### src/rtl/serial_adder_pkg.sv
// serial_adder_pkg: shared FSM state type and default width for the bit-serial adder
package serial_adder_pkg;
  localparam int SA_DEFAULT_WIDTH = 8;
  typedef enum logic [1:0] {IDLE, SHIFT, DONE} state_t;
endpackage

### src/rtl/serial_adder_if.sv
// serial_adder_if: operand/result handshake bundle; SERIAL_ADDER_OVF_EN adds the ovf result bit
interface serial_adder_if #(parameter int WIDTH = serial_adder_pkg::SA_DEFAULT_WIDTH);
  logic             in_valid;
  logic             in_ready;
  logic [WIDTH-1:0] a;
  logic [WIDTH-1:0] b;
  logic             cin;
  logic             out_valid;
  logic             out_ready;
  logic [WIDTH-1:0] sum;
  logic             cout;
  logic             busy;
`ifdef SERIAL_ADDER_OVF_EN
  logic             ovf;
  modport master (output in_valid, a, b, cin, out_ready,
                  input  in_ready, out_valid, sum, cout, busy, ovf);
  modport slave  (input  in_valid, a, b, cin, out_ready,
                  output in_ready, out_valid, sum, cout, busy, ovf);
`else
  modport master (output in_valid, a, b, cin, out_ready,
                  input  in_ready, out_valid, sum, cout, busy);
  modport slave  (input  in_valid, a, b, cin, out_ready,
                  output in_ready, out_valid, sum, cout, busy);
`endif
endinterface

### src/rtl/sa_bit_slice.sv
// sa_bit_slice: one-bit full adder with the running carry flop
module sa_bit_slice (
  input  logic clk,
  input  logic rst_n,
  input  logic load,
  input  logic en,
  input  logic din,
  input  logic a,
  input  logic b,
  output logic s,
  output logic co,
  output logic carry
);
  assign s  = a ^ b ^ carry;
  assign co = (a & b) | ((a ^ b) & carry);
  // carry is seeded with cin on accept, then advances once per shifted bit
  always_ff @(posedge clk or negedge rst_n)
    if (!rst_n) carry <= 1'b0;
    else if (load) carry <= din;
    else if (en) carry <= co;
endmodule

### src/rtl/serial_adder.sv
// serial_adder: LSB-first bit-serial adder, WIDTH cycles per operation; SERIAL_ADDER_OVF_EN adds ovf
module serial_adder
  import serial_adder_pkg::*;
#(
  parameter int WIDTH = SA_DEFAULT_WIDTH
) (
  input logic           clk,
  input logic           rst_n,
  serial_adder_if.slave bus
);
  localparam int CW = $clog2(WIDTH);
  state_t           state, state_nx;
  logic [WIDTH-1:0] a_q, b_q, sh_q, sum_q, sh_nx;
  logic [CW-1:0]    cnt;
  logic             cout_q, s, co, carry, accept, shifting, last;
  assign accept   = (state == IDLE) && bus.in_valid;
  assign shifting = (state == SHIFT);
  assign last     = shifting && (cnt == CW'(WIDTH - 1));
  assign sh_nx    = WIDTH'({s, sh_q} >> 1);
  sa_bit_slice u_slice (
    .clk   (clk),
    .rst_n (rst_n),
    .load  (accept),
    .en    (shifting),
    .din   (bus.cin),
    .a     (a_q[0]),
    .b     (b_q[0]),
    .s     (s),
    .co    (co),
    .carry (carry)
  );
  // state register
  always_ff @(posedge clk or negedge rst_n)
    if (!rst_n) state <= IDLE;
    else state <= state_nx;
  // next state: accept in IDLE, WIDTH shift cycles, hold result until consumed
  always_comb begin
    state_nx = state;
    case (state)
      IDLE:    state_nx = bus.in_valid ? SHIFT : IDLE;
      SHIFT:   state_nx = last ? DONE : SHIFT;
      DONE:    state_nx = bus.out_ready ? IDLE : DONE;
      default: state_nx = IDLE;
    endcase
  end
  // operand shift registers, bit counter, and a separate result copy so sum stays stable while shifting
  always_ff @(posedge clk or negedge rst_n)
    if (!rst_n) begin
      a_q    <= '0;
      b_q    <= '0;
      sh_q   <= '0;
      sum_q  <= '0;
      cnt    <= '0;
      cout_q <= 1'b0;
    end else if (accept) begin
      a_q <= bus.a;
      b_q <= bus.b;
      cnt <= '0;
    end else if (shifting) begin
      a_q  <= a_q >> 1;
      b_q  <= b_q >> 1;
      sh_q <= sh_nx;
      cnt  <= cnt + 1'b1;
      if (last) begin
        sum_q  <= sh_nx;
        cout_q <= co;
      end
    end
`ifdef SERIAL_ADDER_OVF_EN
  logic ovf_q;
  // on the last shift the carry flop holds the carry into the MSB
  always_ff @(posedge clk or negedge rst_n)
    if (!rst_n) ovf_q <= 1'b0;
    else if (last) ovf_q <= carry ^ co;
  assign bus.ovf = ovf_q;
`endif
  assign bus.in_ready  = (state == IDLE);
  assign bus.out_valid = (state == DONE);
  assign bus.busy      = (state != IDLE);
  assign bus.sum       = sum_q;
  assign bus.cout      = cout_q;
endmodule

### src/flat_wrapper.sv
// flat-port wrapper written by rule: the top's interface ports become plain ports
module serial_adder_flat import serial_adder_pkg::*;
#(
  parameter int WIDTH = SA_DEFAULT_WIDTH
)
  (clk, rst_n, bus_in_valid, bus_a, bus_b, bus_cin, bus_out_ready, bus_in_ready, bus_out_valid, bus_sum, bus_cout, bus_busy);
  serial_adder_if #(.WIDTH(WIDTH)) bus_i ();
  input logic clk;
  input logic rst_n;
  input wire logic [$bits(bus_i.in_valid)-1:0] bus_in_valid;
  input wire logic [$bits(bus_i.a)-1:0] bus_a;
  input wire logic [$bits(bus_i.b)-1:0] bus_b;
  input wire logic [$bits(bus_i.cin)-1:0] bus_cin;
  input wire logic [$bits(bus_i.out_ready)-1:0] bus_out_ready;
  output wire logic [$bits(bus_i.in_ready)-1:0] bus_in_ready;
  output wire logic [$bits(bus_i.out_valid)-1:0] bus_out_valid;
  output wire logic [$bits(bus_i.sum)-1:0] bus_sum;
  output wire logic [$bits(bus_i.cout)-1:0] bus_cout;
  output wire logic [$bits(bus_i.busy)-1:0] bus_busy;
  assign bus_i.in_valid = bus_in_valid;
  assign bus_i.a = bus_a;
  assign bus_i.b = bus_b;
  assign bus_i.cin = bus_cin;
  assign bus_i.out_ready = bus_out_ready;
  assign bus_in_ready = bus_i.in_ready;
  assign bus_out_valid = bus_i.out_valid;
  assign bus_sum = bus_i.sum;
  assign bus_cout = bus_i.cout;
  assign bus_busy = bus_i.busy;
  serial_adder #(.WIDTH(WIDTH)) u_core (.clk(clk), .rst_n(rst_n), .bus(bus_i));
endmodule
### config.mk
export PLATFORM = sky130hd
export DESIGN_NAME = serial_adder_flat
export DESIGN_NICKNAME = d
export VERILOG_FILES = /design/src/rtl/serial_adder_pkg.sv /design/src/rtl/serial_adder_if.sv /design/src/rtl/sa_bit_slice.sv /design/src/rtl/serial_adder.sv /design/src/flat_wrapper.sv
export SDC_FILE = /design/constraint.sdc
export NUM_CORES = 1
export LEC_CHECK = 0
export ABC_AREA = 1
export BUFFER_PORTS_ARGS = -buffer_cell sky130_fd_sc_hd__buf_2
export CAP_MARGIN = 20
export CORE_ASPECT_RATIO = 1.4
export CORE_MARGIN = 2
export CORE_UTILIZATION = 35
export DETAILED_ROUTE_END_ITERATION = 12
export SETUP_SLACK_MARGIN = 0.3
export SYNTH_ARGS = -nofsm -noshare
export SYNTH_HDL_FRONTEND = slang
export SYNTH_HIERARCHICAL = 1
export SYNTH_SLANG_ARGS = --single-unit
### constraint.sdc
create_clock -name clk -period 1.56 [get_ports clk]
set_input_delay 0.078 -clock clk [delete_from_list [all_inputs] [get_ports clk]]
set_output_delay 0.078 -clock clk [all_outputs]
set_load 0.01 [all_outputs]
## After elaboration in Yosys (flattened, before gate mapping)

Cells that the tools add are included.

| word-level totals | value |
|---|---|
| flip-flop bits (word level) | 39 |
| output and inout bits | 12 |
| logic and storage cells | 37 |

| cells by class | value |
|---|---|
| add/subtract/negate cells | 1 |
| equal/unequal tests | 3 |
| muxes and demuxes | 12 |
| bitwise operators | 6 |
| reductions and logical operators | 7 |

Operator list:

| cell | count |
|---|---|
| 8-bit 2-to-1 mux | 4 |
| 3-bit 2-to-1 mux | 2 |
| 2-bit one-hot mux with 3 select lines | 1 |
| 2-bit 2-to-1 mux | 2 |
| 2-bit nonzero test | 2 |
| 3-bit by 1-bit adder with 3-bit output (second input constant) | 1 |
| 3-bit equality test (second input constant) | 1 |
| 1-bit 2-to-1 mux | 3 |
| 3-bit AND reduction | 1 |
| 1-bit bitwise AND | 2 |
| 2-bit by 1-bit equality test with 1-bit output (second input constant) | 1 |
| 2-bit equality test (second input constant) | 1 |
| 1-bit logical AND | 2 |
| 2-bit zero test | 1 |
| 2-bit AND reduction | 1 |
| 1-bit bitwise XOR | 2 |
| 1-bit inverter | 1 |
| 1-bit OR | 1 |

## Longest topological paths before layout

Gate-level depths: netlist of run 1.

| logic depth | value |
|---|---|
| depth after elaboration | 5 |
| gate-level depth with buffers | 8 |
| gate-level depth less buffers | 7 |

## Modules after synthesis

The synthesis of run 1 kept the hierarchy.

Modules (own cells, without submodules):

| module | times used | cells each | area each (um2) |
|---|---|---|---|
| serial_adder | 1 | 214 | 1,775.5 |
| sa_bit_slice | 1 | 11 | 80.1 |

## Worst setup path before layout of run 1

Ideal clock, no wire load.

| timing | value |
|---|---|
| path type | reg2reg |
| start | register u_core.cnt[0] |
| end | register u_core.sum_q[7] (netlist: u_core/bus.sum[7]) |
| library setup time | 0.117 ns |
| arrival time | 1.064 ns |
| data required time | 1.443 ns |
| slack | 0.379 ns |
| stages on the path, launching flop included | 7 |
| buffers on the path | 0 |
| cell sequence | dfrtp_1 -> ha_1 -> ha_1 -> inv_1 -> nor2_8 -> nand2_1 -> nand2_1 |

| on the way | value |
|---|---|
| word-level cells in the longest chain between the ends | 3 |

Ends and longest elaborated chain:

| element | line | text |
|---|---|---|
| start, declared | serial_adder.sv:14 | `logic [CW-1:0] cnt;` |
| start signal, assigned | serial_adder.sv:63 | `cnt <= cnt + 1'b1;` |
| 3-bit equality test | serial_adder.sv:18 | `assign last = shifting && (cnt == CW'(WIDTH - 1));` |
| 1-bit logical AND | serial_adder.sv:18 |  |
| 3-bit AND reduction (no line) | -- |  |
| end signal, assigned | serial_adder.sv:65 | `sum_q <= sh_nx;` |
| end, declared | serial_adder.sv:13 | `logic [WIDTH-1:0] a_q, b_q, sh_q, sum_q, sh_nx;` |

No other way between the ends.
A chain may end at the register's enable or synchronous reset.

## Worst setup path in the final report of run 1

| timing | value |
|---|---|
| start | register u_core.state[1] |
| end | output port bus_busy |

| on the way | value |
|---|---|
| word-level cells in the longest chain between the ends | 1 |

Ends and longest elaborated chain:

| element | line | text |
|---|---|---|
| start, declared | serial_adder.sv:12 | `state_t state, state_nx;` |
| start signal, assigned | serial_adder.sv:35 | `else state <= state_nx;` |
| 2-bit nonzero test | serial_adder.sv:79 | `assign bus.busy = (state != IDLE);` |
| end, declared | flat_wrapper.sv:19 | `output wire logic [$bits(bus_i.busy)-1:0] bus_busy;` |

No other way between the ends.

==> results of run 1 <==
==> flip-flops by register name, summed over array words and instances, names as in the netlist <==
| signal | count |
|---|---|
| u_core/a_q | 8 |
| u_core/b_q | 8 |
| u_core/bus.cout | 1 |
| u_core/bus.sum | 8 |
| u_core/cnt | 3 |
| u_core/sh_q | 7 |
| u_core/state | 2 |
| u_core/u_slice/carry | 1 |
==> worst min-delay path: cells and delay by family <==
family	cells	cell delay, ps
AND/OR/NAND/NOR	2	110
buffers and inverters	1	90
==> cells in the final DEF (no fill, tap or decap) <==
cell and count:
sky130_fd_sc_hd__dfrtp_2 2, sky130_fd_sc_hd__clkbuf_8 6, sky130_fd_sc_hd__nand3_1 29, sky130_fd_sc_hd__dfrtp_1 36
sky130_fd_sc_hd__o21ai_0 5, sky130_fd_sc_hd__nand2_1 105, sky130_fd_sc_hd__clkinvlp_4 1, sky130_fd_sc_hd__nor2_2 1
sky130_fd_sc_hd__nor2_8 2, sky130_fd_sc_hd__inv_1 20, sky130_fd_sc_hd__nand2_4 2, sky130_fd_sc_hd__buf_4 9
sky130_fd_sc_hd__inv_4 1, sky130_fd_sc_hd__inv_6 1, sky130_fd_sc_hd__nand2_2 1, sky130_fd_sc_hd__clkinv_2 1
sky130_fd_sc_hd__ha_2 1, sky130_fd_sc_hd__buf_2 30, sky130_fd_sc_hd__ha_1 1, sky130_fd_sc_hd__buf_12 3
sky130_fd_sc_hd__o31ai_2 1, sky130_fd_sc_hd__dlygate4sd3_1 4, sky130_fd_sc_hd__buf_8 1, sky130_fd_sc_hd__buf_6 4
sky130_fd_sc_hd__inv_2 2, sky130_fd_sc_hd__o21ai_4 1, sky130_fd_sc_hd__fa_2 1, sky130_fd_sc_hd__o21ai_2 3
==> repair_timing <==
item | CTS | global route
hold buffers | 4 | 0
endpoints found under the setup margin | 25 | 15
setup buffers | 5 | 3
resized for setup | 7 | 9
pin swaps | 1 | 1
hold endpoints to repair | 20 | 0
==> metrics by stage <==
stage | power [mW] | hold slack [ps]
final | 4.34 | 20.1
after global placement | 3.33 | 49.5
after CTS | 4.28 | 6.68
after global routing | 4.73 | 30.1
after detailed placement | 3.40 | 60.3
after floorplan | 2.94 | -218
==> worst paths after layout <==
path / slack [ps] / endpoint / depth (start not counted)
worst min-delay path: 20 / u_core/b_q[7] / 3
min in group asynchronous: 270 / u_core/bus.sum[4] / 2
worst max-delay path: 310 / bus_busy / 4
worst min register to register: 460 / u_core/bus.sum[6] / 2
worst max register to register: 340 / u_core/sh_q[3] / 6
max in group asynchronous: 810 / u_core/state[0] / 3
==> kinds of logic (layout without fill, tap and decap cells) <==
family / count (synthesis) / after routing / share of synthesized area [%]
flip-flops: 38 / 38 / 51.2
AND/OR/NAND/NOR: 140 / 140 / 32.7
adder cells (fa/ha/maj): 3 / 3 / 2.43
buffers and inverters: 34 / 83 / 9.31
AO/OA/AOI/OAI: 10 / 10 / 4.32
==> area by class of cell <==
type | count | area [um2]
repair buffers | 51 | 378
fillers | 536 | 2810
multi-input cells | 153 | 744
well taps | 66 | 82.6
clock inverters | 2 | 12.5
flip-flops and latches | 38 | 953
clock buffers | 6 | 82.6
inverters | 24 | 97.6
==> power breakdown <==
group	internal (mW)	switching, mW	total, mW	leakage, nW
sequential	1.43	0.265	1.69	0.480
combinational	0.887	1.05	1.94	0.792
clock	0.355	0.353	0.708	0.0472
==> per-layer routing <==
layer	part of all wire [%]	vias to the layer above
li1	-	784
met1	41	677
met2	53	34
met3	4.2	7
met4	1.8	0
met5	0	-
==> flow_summary.json, run 1 <==
{
  "totalNegativeSetupSlack_ps": 0,
  "finalSetupViolCount": 0,
  "final_max_slew_viol_count": 0,
  "global_route.usage.met3_pct": 3.75,
  "cts_htree_levels": 2,
  "netlist_instances": 225,
  "slew_headroom_pct": 68.7,
  "synth-seq-area-share_pct": 51.2,
  "layout-drive-gt1-share_pct": 27.0,
  "globalplace.congestion": 0.789,
  "placement.cell_area_um2": 2100,
  "placementRows": 31,
  "dieHeight_um": 90.2,
  "initial_core_util_pct": 36.0,
  "clk_root_buffer_cell": "sky130_fd_sc_hd__clkbuf_8",
  "worst_case_clock_buffer_depth": 2,
  "reg2reg_start": "u_core/state[1]",
  "detail_route.wirelength_um": 3850,
  "leak_pwr_nw": 1.32,
  "globalRouteTotalUtil_pct": 14.3,
  "synth_enable_flop_cells": 0,
  "crit_fanout": 4,
  "dpl.cell_count": 320,
  "critical_path_type": "register to output pin",
  "timing.final.crit_share_pct": 80.0,
  "synthFlopType": "sky130_fd_sc_hd__dfrtp_1",
  "met1_usage_pct": 16.5,
  "yosys.cell_count.top_type": "sky130_fd_sc_hd__nand2_1",
  "synth_top_cells_by_count": "105 x sky130_fd_sc_hd__nand2_1, 38 x sky130_fd_sc_hd__dfrtp_1, 29 x sky130_fd_sc_hd__nand3_1",
  "grt_first_pass_wirelength_um": 6460,
  "area_of_the_core_um2": 5160,
  "grt_antenna_before_repair": 0,
  "route.detailed.drc": 0,
  "synth_area_per_cell_um2": 8.25,
  "global_route.usage.met2_pct": 24.7,
  "place_ws_ps": 239,
  "post_synth_main_area_contributors": "sky130_fd_sc_hd__dfrtp_1 51%, sky130_fd_sc_hd__nand2_1 21%, sky130_fd_sc_hd__nand3_1 7.8%, sky130_fd_sc_hd__inv_1 4.5%, sky130_fd_sc_hd__buf_6 2.4%",
  "post_drt_via_cell_ratio": 4.42,
  "worstSetupStartpointType": "register",
  "critPathArrivalTime_ps": 1170,
  "crit_family": "flip-flops",
  "netlist-cell-type-count": 19,
  "synth.cell_area_um2": 1860,
  "design.die.area_um2": 5910,
  "synth_net_count": 249,
  "crit_chain": "nor2_8 > buf_12 > inv_4 > buf_6",
  "yosysWarnings": 6,
  "finish.instance_area_um2": 2350,
  "drt_pass1_iterations": 4,
  "layout.nets": 297,
  "largest_net_degree_at_the_start_of_global_routing": 22,
  "globalRoute.totalOverflow": 0,
  "min_period_ps": 1250,
  "hpwlAfterDp_um": 2710,
  "crit_path_start": "u_core/state[1]",
  "numPortBuffers": 32,
  "fp.dieW_um": 65.5,
  "clkSinkCount": 38,
  "dr.first_iter.drc_count": 95,
  "timing.clock.skew_ps": 3.64,
  "syn_to_final_growth_pct": 26.7,
  "tritoncts.num_buffers": 5,
  "holdCritStartpoint": "bus_b[7]",
  "cts_tree": "done",
  "detail-route-antenna-nets": 0,
  "vias": 1502,
  "finish.utilization_pct": 45.6,
  "gr-max-usage-layer": "met2",
  "peakVddDrop_mv": 0.859,
  "insertedDiodeCount": 0,
  "worst_slack_ps": 312,
  "max_stage_delay_ps": 470,
  "power_per_cell_area_nw_per_um2": 1850,
  "synth_top_cell_by_area": "sky130_fd_sc_hd__dfrtp_1",
  "io-pin-count": 33,
  "max-cap-violations": 0,
  "worstPathBufferInverterCount": 3,
  "first_global_vias": 1406,
  "worst_path_max_delay_cell": "sky130_fd_sc_hd__dfrtp_2",
  "max_freq_ghz": 0.801,
  "path_clk_slew_ps": 70,
  "crit_required_ps": 1480,
  "worst_pin_slew_ps": 469,
  "hp-class": "primary input to register",
  "fin_cells": 340,
  "end_kind": "output pin",
  "run_status": "completed",
  "synthArstFlopShare_pct": 100,
  "post_synthesis_register_bit_count": 38,
  "post-synth-top-area-fraction_pct": 51.2,
  "routed_wire_length_per_instance_um": 11.3,
  "clkLatencyLatePin_ps": 290,
  "report.final.hold_viol_count": 0,
  "rsz0062_at_grt": "yes"
}
Power figures use the tool's default switching activity.
==> run 2: changes to the inputs <==
- ABC_AREA: 1 -> 0
- clock period: 1.56 -> 1.1 ns (I/O delays scaled with it)
==> run 2 against run 1 <==
Compared with the run above: the flow now finishes with violations (setup timing); power grew 50%; largest power group unchanged; first-iteration DRC count shrank 26%; sequential cell count is the same; largest cell class unchanged; clock power grew 62%; worst setup slack lost 690 ps; core utilization grew 3.6 points; cell area shrank 4.4%; hold slack gained 45 ps; non-clock buffer count grew 2.
==> flow_summary.json, run 2 <==
{
  "yosys.cell_count.top_type": "sky130_fd_sc_hd__dfrtp_1",
  "post_synth_main_area_contributors": "sky130_fd_sc_hd__dfrtp_1 57%, sky130_fd_sc_hd__mux2_2 11%, sky130_fd_sc_hd__a222oi_1 8.4%, sky130_fd_sc_hd__inv_1 4.0%, sky130_fd_sc_hd__nor2_1 3.1%",
  "globalRouteTotalUtil_pct": 14.3,
  "insertedDiodeCount": 0,
  "area_of_the_core_um2": 4570,
  "worst_pin_slew_ps": 428,
  "place_ws_ps": -365,
  "dieHeight_um": 85.8,
  "dr.first_iter.drc_count": 70,
  "synth.cell_area_um2": 1670,
  "layout_common_cells": "38 x sky130_fd_sc_hd__dfrtp_1, 32 x sky130_fd_sc_hd__buf_2, 17 x sky130_fd_sc_hd__inv_1",
  "netlist_instances": 134,
  "synth_enable_flop_cells": 0,
  "report.final.hold_viol_count": 0,
  "rsz0062_at_grt": "yes",
  "drt_pass1_iterations": 6,
  "synth_top_cell_by_area": "sky130_fd_sc_hd__dfrtp_1",
  "hpwlAfterDp_um": 2380,
  "placementRows": 29,
  "run_status": "finished, violations left",
  "post-synth-top-area-fraction_pct": 56.8,
  "violations_in_the_final_reports": "setup timing",
  "layout.nets": 209,
  "syn_to_final_growth_pct": 34.3,
  "power_per_cell_area_nw_per_um2": 2890,
  "yosysWarnings": 6,
  "first_global_vias": 1286,
  "cts_tree": "done",
  "tritoncts.num_buffers": 5,
  "layout.cells.most_common": "sky130_fd_sc_hd__dfrtp_1",
  "worstSetupStartpointType": "register",
  "critical_path_type": "register to register",
  "timing.final.crit_share_pct": 134,
  "synth_top_cells_by_count": "38 x sky130_fd_sc_hd__dfrtp_1, 18 x sky130_fd_sc_hd__inv_1, 17 x sky130_fd_sc_hd__mux2_2",
  "clkLatencyLatePin_ps": 290,
  "io-pin-count": 33,
  "vias": 1228,
  "synth_net_count": 158,
  "detail_route.wirelength_um": 3420,
  "globalplace.congestion": 0.693,
  "post_synthesis_register_bit_count": 38,
  "netlist-cell-type-count": 24,
  "max-cap-violations": 0,
  "synth_area_per_cell_um2": 12.5,
  "max_freq_ghz": 0.678,
  "grt_first_pass_wirelength_um": 5970,
  "hold_ws_ps": 64.8,
  "timing.clock.skew_ps": 1.98,
  "leak_pwr_nw": 1.11,
  "detail-route-antenna-nets": 0,
  "largest_net_degree_at_the_start_of_global_routing": 22,
  "worst_case_clock_buffer_depth": 2,
  "clkSinkCount": 38,
  "design.die.area_um2": 5360,
  "worst_slack_ps": -375,
  "crit_required_ps": 1270,
  "routed_wire_length_per_instance_um": 13.8,
  "clk_root_buffer_cell": "sky130_fd_sc_hd__clkbuf_8",
  "synth-seq-area-share_pct": 56.8,
  "globalRoute.totalOverflow": 0,
  "path_clk_slew_ps": 70,
  "layout-drive-gt1-share_pct": 45.2,
  "crit_fanout": 10,
  "critPathArrivalTime_ps": 1650,
  "synthArstFlopShare_pct": 100,
  "route.detailed.drc": 0,
  "numPortBuffers": 32,
  "slew_headroom_pct": 71.4,
  "peakVddDrop_mv": 1.29,
  "end_kind": "register",
  "cts_htree_levels": 2,
  "synthFlopType": "sky130_fd_sc_hd__dfrtp_1",
  "finalSetupViolCount": 40,
  "grt_antenna_before_repair": 0,
  "initial_core_util_pct": 36.6,
  "final_max_slew_viol_count": 0,
  "min_period_ps": 1470,
  "hp-class": "primary input to register",
  "fp.dieW_um": 62.4,
  "post_drt_via_cell_ratio": 4.95
}
==> run 2: cell types whose count changed after synthesis, moves of 4 or more <==
| cell | previous run | this run |
|---|---|---|
| sky130_fd_sc_hd__nor2_1 | 1 | 14 |
| sky130_fd_sc_hd__o21ai_0 | 5 | 1 |
| sky130_fd_sc_hd__mux2_2 | 0 | 17 |
| sky130_fd_sc_hd__a222oi_1 | 0 | 14 |
| sky130_fd_sc_hd__nand3_1 | 29 | 0 |
| sky130_fd_sc_hd__inv_1 | 22 | 18 |
| sky130_fd_sc_hd__nand2_1 | 105 | 5 |
==> run 2: kinds of logic (layout without fill, tap and decap cells) <==
group                      Yosys count  count (layout)  share of synthesized area, %
and+or+nand+nor                     26              26                          7.40
adders and majority gates            3               3                          2.69
AOI/OAI and AO/OA                   22              22                          12.0
buffers and inverters               27              79                          8.97
DFF                                 38              38                          56.8
muxes                               18              18                          12.0
==> run 2: layout make-up <==
cell class              count  area (um2)
inverters                  18        67.6
well taps                  62        77.6
fillers                   454        2320
clock inverters             1        30.0
repair buffers             53         390
flip-flops and latches     38         951
clock buffers               7        76.3
multi-input cells          69         654
==> run 2: path summary, 6_finish.rpt <==
kind	startpoint	to	slack (ps)	cells past startpoint
worst max-delay path	u_core/cnt[1]	u_core/bus.sum[2]	-370	5
worst min-delay path	bus_a[6]	u_core/a_q[6]	60	3
worst max register to register	u_core/cnt[1]	u_core/bus.sum[2]	-370	5
worst min register to register	u_core/bus.sum[6]	u_core/bus.sum[6]	500	1
max in group asynchronous	rst_n	u_core/a_q[2]	420	3
min in group asynchronous	rst_n	u_core/bus.sum[5]	230	2
==> run 2: worst max-delay path: stages (launching register included) <==
cell,delay (ps)
sky130_fd_sc_hd__dfrtp_1,390
sky130_fd_sc_hd__ha_2,200
sky130_fd_sc_hd__ha_4,160
sky130_fd_sc_hd__nand3b_1,130
sky130_fd_sc_hd__buf_12,150
sky130_fd_sc_hd__mux2_2,330
==> run 2: stage by stage <==
| step | utilization (%) | TNS (ps) | area, um2 | total power, mW | cells |
|---|---|---|---|---|---|
| 6_report | 49.2 | -6360 | 2250 | 6.50 | 248 |
| 3_3_place_gp | 44.0 | -5020 | 2010 | 4.91 | 231 |
| 2_1_floorplan | - | -5400 | 1750 | 4.37 | 134 |
| 5_1_grt | 49.2 | -8750 | 2250 | 6.97 | 248 |
| 3_5_place_dp | 44.0 | -6320 | 2010 | 5.05 | 231 |
| 4_1_cts | 48.7 | -6810 | 2220 | 6.49 | 247 |
==> run 2: repair_timing <==
item,4_1_cts,5_1_grt
resized for setup,6,4
buffers inserted,5,1
cloned,0,0
endpoints found under the setup margin,50,50
endpoints found under the hold margin,19,0
pin swaps,3,1
hold buffers,3,0
==> run 2: routing by layer <==
layer | part of all wire (%) | GRT usage (%)
met5 | 0 | 0
met4 | 1.6 | 6.06
met3 | 5.4 | 3.15
met2 | 52 | 25.3
met1 | 41 | 16.6
==> run 2: where the power goes <==
group / leakage, nW / switching, mW / internal, mW
Sequential: 0.451 / 0.346 / 2.08
Combinational: 0.604 / 1.22 / 1.71
Clock: 0.0524 / 0.470 / 0.678
